[src/rtl/rally_referee.sv]
// rally_referee: watches the ball stage, decides when a rally has ended,
// awards the point to the correct player, keeps tennis-style point and game
// scores and drives the serve command back into the ball stage.
//
// Ports:
//   clock, reset        system clock, synchronous active-high reset
//   start               1-cycle pulse, begins a match from IDLE or MATCH_OVER
//   light[15:0]         one-hot ball position, 0 = no ball on court
//   direction[1:0]      01 moving left, 10 moving right, 00 idle
//   serve[1:0]          1-cycle serve command, 01 left serves, 10 right serves
//   left/right_points   0=0, 1=15, 2=30, 3=40, 4=ADV
//   left/right_games    games won by each player
//   point_won[1:0]      1-cycle pulse, 01 left won, 10 right won
//   winner[1:0]         match winner, held until reset or start
//   busy                high except in IDLE and MATCH_OVER
// All outputs are registered.
module rally_referee #(
  parameter int MISS_CYCLES   = 4,
  parameter int GAP_CYCLES    = 8,
  parameter int SERVE_TIMEOUT = 64,
  parameter int GAMES_TO_WIN  = 6
) (
  input  logic        clock,
  input  logic        reset,
  input  logic        start,
  input  logic [15:0] light,
  input  logic [1:0]  direction,
  output logic [1:0]  serve,
  output logic [2:0]  left_points,
  output logic [2:0]  right_points,
  output logic [3:0]  left_games,
  output logic [3:0]  right_games,
  output logic [1:0]  point_won,
  output logic [1:0]  winner,
  output logic        busy
);

  localparam int WAIT_W = (SERVE_TIMEOUT > 1) ? $clog2(SERVE_TIMEOUT) : 1;
  localparam int MISS_W = (MISS_CYCLES > 1) ? $clog2(MISS_CYCLES) : 1;
  localparam int GAP_W  = (GAP_CYCLES > 1) ? $clog2(GAP_CYCLES) : 1;

  localparam logic [WAIT_W-1:0] WAIT_LAST = WAIT_W'(SERVE_TIMEOUT - 1);
  localparam logic [MISS_W-1:0] MISS_LAST = MISS_W'(MISS_CYCLES - 1);
  localparam logic [GAP_W-1:0]  GAP_LAST  = GAP_W'(GAP_CYCLES - 1);
  localparam logic [3:0]        GAMES_MAX = 4'(GAMES_TO_WIN);

  typedef enum logic [2:0] {
    S_IDLE,
    S_SERVE,
    S_WAIT_BALL,
    S_RALLY,
    S_POINT,
    S_GAP,
    S_MATCH_OVER
  } state_e;

  state_e             state_q, state_d;
  logic               server_q, server_d;    // 0 = left, 1 = right
  logic [1:0]         last_dir_q, last_dir_d;
  logic [WAIT_W-1:0]  wait_q, wait_d;
  logic [MISS_W-1:0]  miss_q, miss_d;
  logic [GAP_W-1:0]   gap_q, gap_d;
  logic [2:0]         lp_q, lp_d, rp_q, rp_d;
  logic [3:0]         lg_q, lg_d, rg_q, rg_d;
  logic [1:0]         winner_q, winner_d;
  logic [1:0]         serve_q, serve_d;
  logic [1:0]         point_won_q, point_won_d;
  logic               busy_q, busy_d;

  // Games counter never runs past the match-winning count.
  function automatic logic [3:0] games_inc(input logic [3:0] g);
    return (g < GAMES_MAX) ? g + 4'd1 : g;
  endfunction

  // Point award decode, evaluated from the direction the ball last travelled.
  // A ball that left moving left got past the left player, so right scores.
  logic       right_wins, award, game, match_won;
  logic [2:0] w_pts, l_pts, w_pts_n, l_pts_n;
  logic [3:0] w_games, w_games_n;

  always_comb begin
    right_wins = (last_dir_q == 2'b01);
    award      = (last_dir_q == 2'b01) || (last_dir_q == 2'b10);
    w_pts      = right_wins ? rp_q : lp_q;
    l_pts      = right_wins ? lp_q : rp_q;
    w_games    = right_wins ? rg_q : lg_q;
    w_pts_n    = w_pts;
    l_pts_n    = l_pts;
    game       = 1'b0;
    if (w_pts < 3'd3) begin
      w_pts_n = w_pts + 3'd1;
    end else if (w_pts == 3'd3) begin
      if (l_pts < 3'd3)       game    = 1'b1;
      else if (l_pts == 3'd3) w_pts_n = 3'd4;   // advantage
      else                    l_pts_n = 3'd3;   // back to deuce
    end else begin
      game = 1'b1;
    end
    if (game) begin
      w_pts_n = 3'd0;
      l_pts_n = 3'd0;
    end
    w_games_n = game ? games_inc(w_games) : w_games;
    match_won = award && game && (w_games_n == GAMES_MAX);
  end

  // State and registered outputs
  always_ff @(posedge clock) begin
    if (reset) begin
      state_q     <= S_IDLE;
      server_q    <= 1'b0;
      last_dir_q  <= 2'b00;
      wait_q      <= '0;
      miss_q      <= '0;
      gap_q       <= '0;
      lp_q        <= '0;
      rp_q        <= '0;
      lg_q        <= '0;
      rg_q        <= '0;
      winner_q    <= 2'b00;
      serve_q     <= 2'b00;
      point_won_q <= 2'b00;
      busy_q      <= 1'b0;
    end else begin
      state_q     <= state_d;
      server_q    <= server_d;
      last_dir_q  <= last_dir_d;
      wait_q      <= wait_d;
      miss_q      <= miss_d;
      gap_q       <= gap_d;
      lp_q        <= lp_d;
      rp_q        <= rp_d;
      lg_q        <= lg_d;
      rg_q        <= rg_d;
      winner_q    <= winner_d;
      serve_q     <= serve_d;
      point_won_q <= point_won_d;
      busy_q      <= busy_d;
    end
  end

  // Next-state logic
  always_comb begin
    state_d = state_q;
    unique case (state_q)
      S_IDLE:       if (start) state_d = S_SERVE;
      S_SERVE:      state_d = S_WAIT_BALL;
      S_WAIT_BALL: begin
        if (light != 16'h0000)     state_d = S_RALLY;
        else if (wait_q == WAIT_LAST) state_d = S_SERVE;
      end
      S_RALLY:      if ((light == 16'h0000) && (miss_q == MISS_LAST)) state_d = S_POINT;
      S_POINT:      state_d = match_won ? S_MATCH_OVER : S_GAP;
      S_GAP:        if (gap_q == GAP_LAST) state_d = S_SERVE;
      S_MATCH_OVER: if (start) state_d = S_SERVE;
      default:      state_d = S_IDLE;
    endcase
  end

  // Datapath and output next values
  always_comb begin
    server_d    = server_q;
    last_dir_d  = last_dir_q;
    wait_d      = wait_q;
    miss_d      = miss_q;
    gap_d       = gap_q;
    lp_d        = lp_q;
    rp_d        = rp_q;
    lg_d        = lg_q;
    rg_d        = rg_q;
    winner_d    = winner_q;
    point_won_d = 2'b00;
    unique case (state_q)
      S_IDLE, S_MATCH_OVER: begin
        if (start) begin
          server_d = 1'b0;
          lp_d     = '0;
          rp_d     = '0;
          lg_d     = '0;
          rg_d     = '0;
          winner_d = 2'b00;
        end
      end
      S_SERVE: wait_d = '0;
      S_WAIT_BALL: begin
        // Capture the direction already on the cycle the ball appears.
        if (light != 16'h0000) begin
          miss_d = '0;
          if (direction != 2'b00) last_dir_d = direction;
        end else begin
          wait_d = wait_q + 1'b1;
        end
      end
      S_RALLY: begin
        if (direction != 2'b00) last_dir_d = direction;
        if (light != 16'h0000)      miss_d = '0;
        else if (miss_q == MISS_LAST) miss_d = '0;
        else                          miss_d = miss_q + 1'b1;
      end
      S_POINT: begin
        gap_d      = '0;
        last_dir_d = 2'b00;
        if (award) begin
          point_won_d = right_wins ? 2'b10 : 2'b01;
          if (right_wins) begin
            rp_d = w_pts_n;
            lp_d = l_pts_n;
            rg_d = w_games_n;
          end else begin
            lp_d = w_pts_n;
            rp_d = l_pts_n;
            lg_d = w_games_n;
          end
          if (game)      server_d = ~server_q;
          if (match_won) winner_d = right_wins ? 2'b10 : 2'b01;
        end
      end
      S_GAP:   gap_d = gap_q + 1'b1;
      default: ;
    endcase
    // Serve and busy are decoded from the state being entered so that they
    // line up with the state itself once registered.
    serve_d = (state_d == S_SERVE) ? (server_d ? 2'b10 : 2'b01) : 2'b00;
    busy_d  = (state_d != S_IDLE) && (state_d != S_MATCH_OVER);
  end

  assign serve        = serve_q;
  assign left_points  = lp_q;
  assign right_points = rp_q;
  assign left_games   = lg_q;
  assign right_games  = rg_q;
  assign point_won    = point_won_q;
  assign winner       = winner_q;
  assign busy         = busy_q;

endmodule

[config.mk]
export PLATFORM = sky130hd
export DESIGN_NAME = rally_referee
export DESIGN_NICKNAME = d
export VERILOG_FILES = /design/src/rtl/rally_referee.sv
export SDC_FILE = /design/constraint.sdc
export NUM_CORES = 1
export LEC_CHECK = 0
export BUFFER_PORTS_ARGS = -buffer_cell sky130_fd_sc_hd__buf_2
export CORE_MARGIN = 5
export CORE_UTILIZATION = 50
export DETAILED_ROUTE_END_ITERATION = 12
export GPL_ROUTABILITY_DRIVEN = 0
export PLACE_DENSITY = 0.77
export SYNTH_ARGS = -nofsm -noshare
export SYNTH_HDL_FRONTEND = slang
export SYNTH_SLANG_ARGS = --single-unit
[constraint.sdc]
create_clock -name clock -period 2.4 [get_ports clock]
set_input_delay 0 -clock clock [delete_from_list [all_inputs] [get_ports clock]]
set_output_delay 0 -clock clock [all_outputs]
set_load 0.005 [all_outputs]
==> results.toml, run 1 <==
[placement]
numPortBuffers = 41
hpwl_um = 4289
dp_slack_ns = -0.1064

[grt]
grt_max_degree = 33
grt_pass1_wl_um = 10280
grt_pass1_vias = 2260
antenna_found_initial = 0
track_usage = 0.2047
grt-ovfl-total = 0

[floorplanning]
dieArea_um2 = 6154
core_um2 = 4629
die_x_um = 78.45
ios = 42
initial_core_util = 0.5059
die_h_um = 78.45
fp-row-count = 25

[timing]
slew_headroom = 0.5898
setup_viol = 3
finClkSkew_ns = 0.006491
fmax_mhz = 412.9
finalHoldViolCount = 0
rsz0062_at_grt = "yes"
finalCritPeriodShare = 1.009
min_period_ns = 2.422
layout_setup_ws_ns = -0.02210
timing.final.max_slew_violations = 0
worstMarginPinSlew_ns = 0.6154

[yosys]
synth_edf_count = 0
synthesis.area_um2 = 2342
yosysSeqAreaShare = 0.3248
postSynthCellCount = 266
async_reset_ff_frac = 0
synth.avg_cell_area_um2 = 8.805
synth.distinct_cells = 60
ys_ff_latch = 38
synthFlopType = "dfxtp_1"
synth_nets = 297
synth-warning-count = 0

[drt]
viasPerCell = 5.807
wl_per_cell_um = 15.37
dr.pass1.iters = 4
dr_total_vias = 2282
wirelength_um = 6039
drc = 0
drt_iter0_drc = 162
ant_nets = 0

[worst_setup_path]
crit_family = "compound AO/OA/AOI/OAI gates"
reg2reg_depth = 12
startpoint_type = "flop"
crit_arrival_ns = 2.58
cp_common_cell = "buf_4"
cp_num_buf_inv = 3
crit_cells = 12
endpoint_kind = "flop"
critPathSlowestCell = "mux2_2"
slowest_delay_ns = 0.36
critPathKind = "flop to flop"
path_max_fanout = 7
cp_cell_sequence = "inv_2 -> buf_4 -> ha_4 -> mux2_2 -> ha_1 -> xor2_1 -> nor3b_2 -> o221a_4 -> a21oi_4 -> buf_4 -> o21ai_2 -> a21oi_2"
critPathRequiredTime_ns = 2.56

[cells_and_area]
syn2layout_area_growth_pct = 31.25
nets = 369
final_core_util = 0.6641
antenna_cells = 0
drive_above_1_share = 0.3805

[pwr]
p_leak_nw = 1.220
p_total_mw = 1.559
vdd_drop_max_uv = 264.0
p_per_area_nw_per_um2 = 507.0

[clock_tree]
cts_buffers = 5
h-tree-depth = 2
cts_tree = "built"
worstSkewPairLatency_ns = 0.29
cts-root-buf = "clkbuf_8"
cts_sinks = 38
path_clk_slew_ns = 0.08
clk_path_buf_depth = 2

[job]
maxCapViolCount = 0

[min_path]
hold_path_class = "input pin to flop"
holdPathStages = 2

[run_status]
violations = "negative setup slack"
status = "finished, violations left"
sequential cells by signal, summed over array words and instances (netlist names), 3 cells and up:
register      cells
left_games        4
right_games       4
wait_q            6
gap_q             3
left_points       3
right_points      3
state_q           3
Yosys cell counts, drive strengths merged (2+ instances only):
cell type  number  area share
o21ai          18       0.045
o32ai           2      0.0075
mux2            7       0.035
nand4           3       0.011
ha             10       0.053
nor2b           5       0.013
nor2           28       0.045
clkbuf          6      0.0096
a21oi          21       0.056
and2b           2      0.0064
and2            2      0.0053
nand4b          2      0.0075
mux2i           6       0.027
nor3b           3       0.012
a31oi           3       0.021
and4            2      0.0075
nand2          23       0.037
nor3           11       0.028
inv            10       0.016
nand2b          2      0.0053
a211oi          5       0.018
xnor2           3       0.011
nor4            4       0.021
or3             2      0.0053
nand3           6       0.015
a21o            4       0.013
a32o            3       0.013
a22oi          11       0.041
xor2            4       0.015
dfxtp          38        0.32
o21bai          2      0.0064
buf             5       0.019
cell families (layout without fill, tap and decap cells):
logic type	after synthesis	in the layout	synth area share
flops	38	38	0.3248
compound gates	78	78	0.2570
simple gates	99	99	0.2318
mux	13	13	0.06250
xor+xnor	7	7	0.02618
buf+inv	21	94	0.04434
fa+ha+maj	10	10	0.05342
power breakdown:
| part | internal (mW) | total (mW) | switching [mW] | leakage (nW) |
|---|---|---|---|---|
| clock network | 0.443 | 0.681 | 0.238 | 0.0714 |
| logic | 0.0974 | 0.225 | 0.128 | 0.840 |
| registers | 0.640 | 0.652 | 0.0119 | 0.308 |
| total | 1.18 | 1.56 | 0.377 | 1.22 |
stage by stage:
step	instance area [um2]	hold WS, ns	TNS, ns	std cells
2_1_floorplan	2404	0.1599	-0.6272	266
3_3_place_gp	2835	0.2946	-0.008106	380
3_5_place_dp	2835	0.2966	-0.4508	380
4_1_cts	3000	0.1964	-0.1920	390
5_1_grt	3074	0.2260	-1.233	393
6_report	3074	0.1987	-0.05495	393
metal layers:
layer	global-route usage	up-vias	wire length, um
met5	0	-	0
met4	0.06818	0	90
met3	0.03899	11	324
met2	0.3271	75	2790
met1	0.2765	1071	2834
li1	-	1125	-
timing repair:
item,in CTS,in global routing
cloned,0,0
pin swaps,2,7
endpoints found under the setup margin,10,17
endpoints found under the hold margin,2,0
resized for setup,1,12
setup buffers,0,3
hold buffers,2,0
area by class of cell:
| type | count | area, um2 |
|---|---|---|
| Multi-Input combinational cell | 207 | 1585 |
| Fill cell | 376 | 1555 |
| Sequential cell | 38 | 765.7 |
| Timing Repair Buffer | 76 | 473.0 |
| Clock buffer | 6 | 82.58 |
| Tap cell | 54 | 67.56 |
| Clock inverter | 2 | 60.06 |
| Inverter | 10 | 40.04 |
placed cells by master (no fill, tap or decap), types with 3 or more instances in the layout:
cell type / netlist / final
nor3b_2: 1 / 3
a21oi_1: 18 / 16
a21oi_2: 1 / 3
mux2i_1: 5 / 5
nand3_1: 5 / 5
a211oi_1: 4 / 4
a32o_1: 3 / 3
mux2_2: 6 / 4
nand2_1: 23 / 22
nor4_2: 4 / 4
o21ai_0: 15 / 13
clkbuf_8: 0 / 6
nor2b_1: 5 / 5
dfxtp_1: 38 / 36
xor2_1: 4 / 4
mux2_4: 1 / 3
inv_1: 10 / 7
nor2_1: 28 / 28
xnor2_1: 3 / 3
ha_1: 10 / 6
buf_4: 0 / 33
buf_2: 2 / 41
ha_4: 0 / 4
nor3_1: 9 / 8
a22oi_1: 10 / 10
a21o_1: 4 / 3
path summary, 6_finish.rpt:
check	start	to	slack, ns
setup / recovery	last_dir_q[1]	winner[1]	-0.02
hold / removal	reset	gap_q[0]	0.20
setup reg to reg	last_dir_q[1]	winner[1]	-0.02
hold reg to reg	right_games[3]	right_games[3]	0.46
Note: power is estimated with default switching activity, not from simulation.
==> inputs of run 2 (changes only) <==
==> constraint.sdc (replaced) <==
create_clock -name clock -period 2 [get_ports clock]
set_input_delay 0 -clock clock [delete_from_list [all_inputs] [get_ports clock]]
set_output_delay 0 -clock clock [all_outputs]
set_load 0.005 [all_outputs]
==> run 2 against run 1 <==
  * The flow still finishes with violations (negative setup slack)
  * Wire length grew 19%
  * Sequential share of layout area is 1.4 points lower
  * First-iteration DRC count grew 58%
  * Critical path depth rose by 2
  * Via count up 7.4%
  * Critical path type unchanged
==> results.toml, run 2 (synthesis results as in run 1) <==
[run_status]
status = "finished, violations left"
violations = "negative setup slack"

[timing]
setup_viol = 20
min_period_ns = 2.559
timing.final.max_slew_violations = 0
finalHoldViolCount = 0
finalCritPeriodShare = 1.279
rsz0062_at_grt = "yes"
tns_ns = -8.351
finClkSkew_ns = 0.01512
worstMarginPinSlew_ns = 0.6238
layout_setup_ws_ns = -0.5590
fmax_mhz = 390.8
slew_headroom = 0.5842
finalHoldWorstSlack_ns = 0.1950

[clock_tree]
cts-root-buf = "clkbuf_8"
h-tree-depth = 2
clk_path_buf_depth = 2
path_clk_slew_ns = 0.09
cts_sinks = 38
worstSkewPairLatency_ns = 0.31
cts_tree = "built"
cts_buffers = 5

[grt]
track_usage = 0.2309
grt_pass1_wl_um = 11230
antenna_found_initial = 0
grt-ovfl-total = 0
grt_util_met1 = 0.2902
grt_max_degree = 33
use_met2 = 0.3759
top_usage_layer = "met2"
grtUsageMet3 = 0.05275
grt_pass1_vias = 2421

[drt]
wl_per_cell_um = 17.29
wirelength_um = 7176
dr_total_vias = 2450
drt_iter0_drc = 256
drc = 0
dr.pass1.iters = 5
ant_nets = 0
viasPerCell = 5.904

[cells_and_area]
nets = 391
final_common_cell = "buf_4"
fillCellCount = 348
syn2layout_area_growth_pct = 38.94
drive_above_1_share = 0.4404
antenna_cells = 0
regMostFlops = "wait_q"
largest_register_ffs = 6
final_cell_mix = "buf_4, buf_2, dfxtp_1"
final_core_util = 0.7030

[placement]
hpwl_um = 4821
numPortBuffers = 41
dp_slack_ns = -0.5207

[worst_setup_path]
crit_family = "compound AO/OA/AOI/OAI gates"
startpoint_type = "flop"
path_max_fanout = 4
critPathRequiredTime_ns = 2.25
critPathKind = "flop to flop"
slowest_delay_ns = 0.39
cp_common_cell = "buf_4"
endpoint_kind = "flop"
cp_num_buf_inv = 5
cp_cell_sequence = "ha_4 -> buf_4 -> mux2_4 -> inv_4 -> ha_4 -> inv_4 -> buf_4 -> a211o_1 -> a21oi_2 -> buf_4 -> o21ai_1 -> o21ai_1 -> a22oi_1 -> nor2_1"
critPathSlowestCell = "dfxtp_2"
crit_arrival_ns = 2.81

[min_path]
hold_path_class = "input pin to flop"

[floorplanning]
die_h_um = 78.45
fp-row-count = 25
core_um2 = 4629
ios = 42
dieArea_um2 = 6154
die_x_um = 78.45
initial_core_util = 0.5059

[job]
maxCapViolCount = 0

[pwr]
p_leak_nw = 1.343
vdd_drop_max_uv = 336.6
p_per_area_nw_per_um2 = 509.2
p_total_mw = 1.657
==> run 2: changes by cell type in the layout (fill, tap and decap cells not counted), sizes merged <==
| cell | delta |
|---|---|
| clkinv | +1 |
| buf | +22 |
| clkbuf | +1 |
| bufinv | -2 |
==> run 2: worst register-to-register path: stages, from the launching register on <==
cell and delay [ns]:
dfxtp_2 0.39, ha_4 0.19, buf_4 0.12, mux2_4 0.31, inv_4 0.06, ha_4 0.14
inv_4 0.05, buf_4 0.14, a211o_1 0.34, a21oi_2 0.23, buf_4 0.14, o21ai_1 0.05
o21ai_1 0.12, a22oi_1 0.11, nor2_1 0.10
==> run 2: cell type report <==
cell class | instances | area (um2) | area share
clock buffers | 7 | 86.33 | 0.02653
repair buffers | 98 | 645.6 | 0.1984
clock inverters | 1 | 5.005 | 0.001538
inverters | 10 | 42.54 | 0.01307
multi-input cells | 207 | 1642 | 0.5044
flip-flops and latches | 38 | 765.7 | 0.2353
well taps | 54 | 67.56 | 0.02076
==> run 2: layer usage <==
metal / up-vias / wire length (um) / part of all wire
met2: 100 / 3377 / 0.47
met4: 0 / 201 / 0.028
li1: 1165 / - / -
met5: - / 0 / 0
met3: 22 / 468 / 0.065
met1: 1163 / 3128 / 0.44
==> run 2: repair_timing <==
action                                  in CTS  in global routing
pin swaps                                   11                 15
endpoints found under the setup margin      20                 21
hold buffers                                 2                  0
hold endpoints to repair                     2                  0
gates resized for setup                      8                 17
setup buffers                                7                  5
cloned                                       0                  0
==> run 2: power by group <==
group / internal (mW) / switching, mW / total (mW) / leakage, nW
registers: 0.770 / 0.0167 / 0.787 / 0.309
logic: 0.138 / 0.167 / 0.305 / 0.986
clock network: 0.278 / 0.287 / 0.565 / 0.0482
total: 1.19 / 0.470 / 1.66 / 1.34
==> run 2: path summary, 6_finish.rpt <==
| path | to | slack (ns) | startpoint | cells past startpoint |
|---|---|---|---|---|
| worst max register to register | left_points[1] | -0.56 | last_dir_q[0] | 14 |
| worst min register to register | gap_q[1] | 0.46 | gap_q[1] | 2 |
| worst max-delay path | left_points[1] | -0.56 | last_dir_q[0] | 14 |
| worst min-delay path | left_points[2] | 0.20 | reset | 2 |
==> run 2: per-stage QoR <==
| step | instance area (um2) | cells |
|---|---|---|
| 2_1_floorplan | 2415 | 266 |
| 3_3_place_gp | 2959 | 395 |
| 3_5_place_dp | 2959 | 395 |
| 4_1_cts | 3148 | 411 |
| 5_1_grt | 3254 | 415 |
| 6_report | 3254 | 415 |
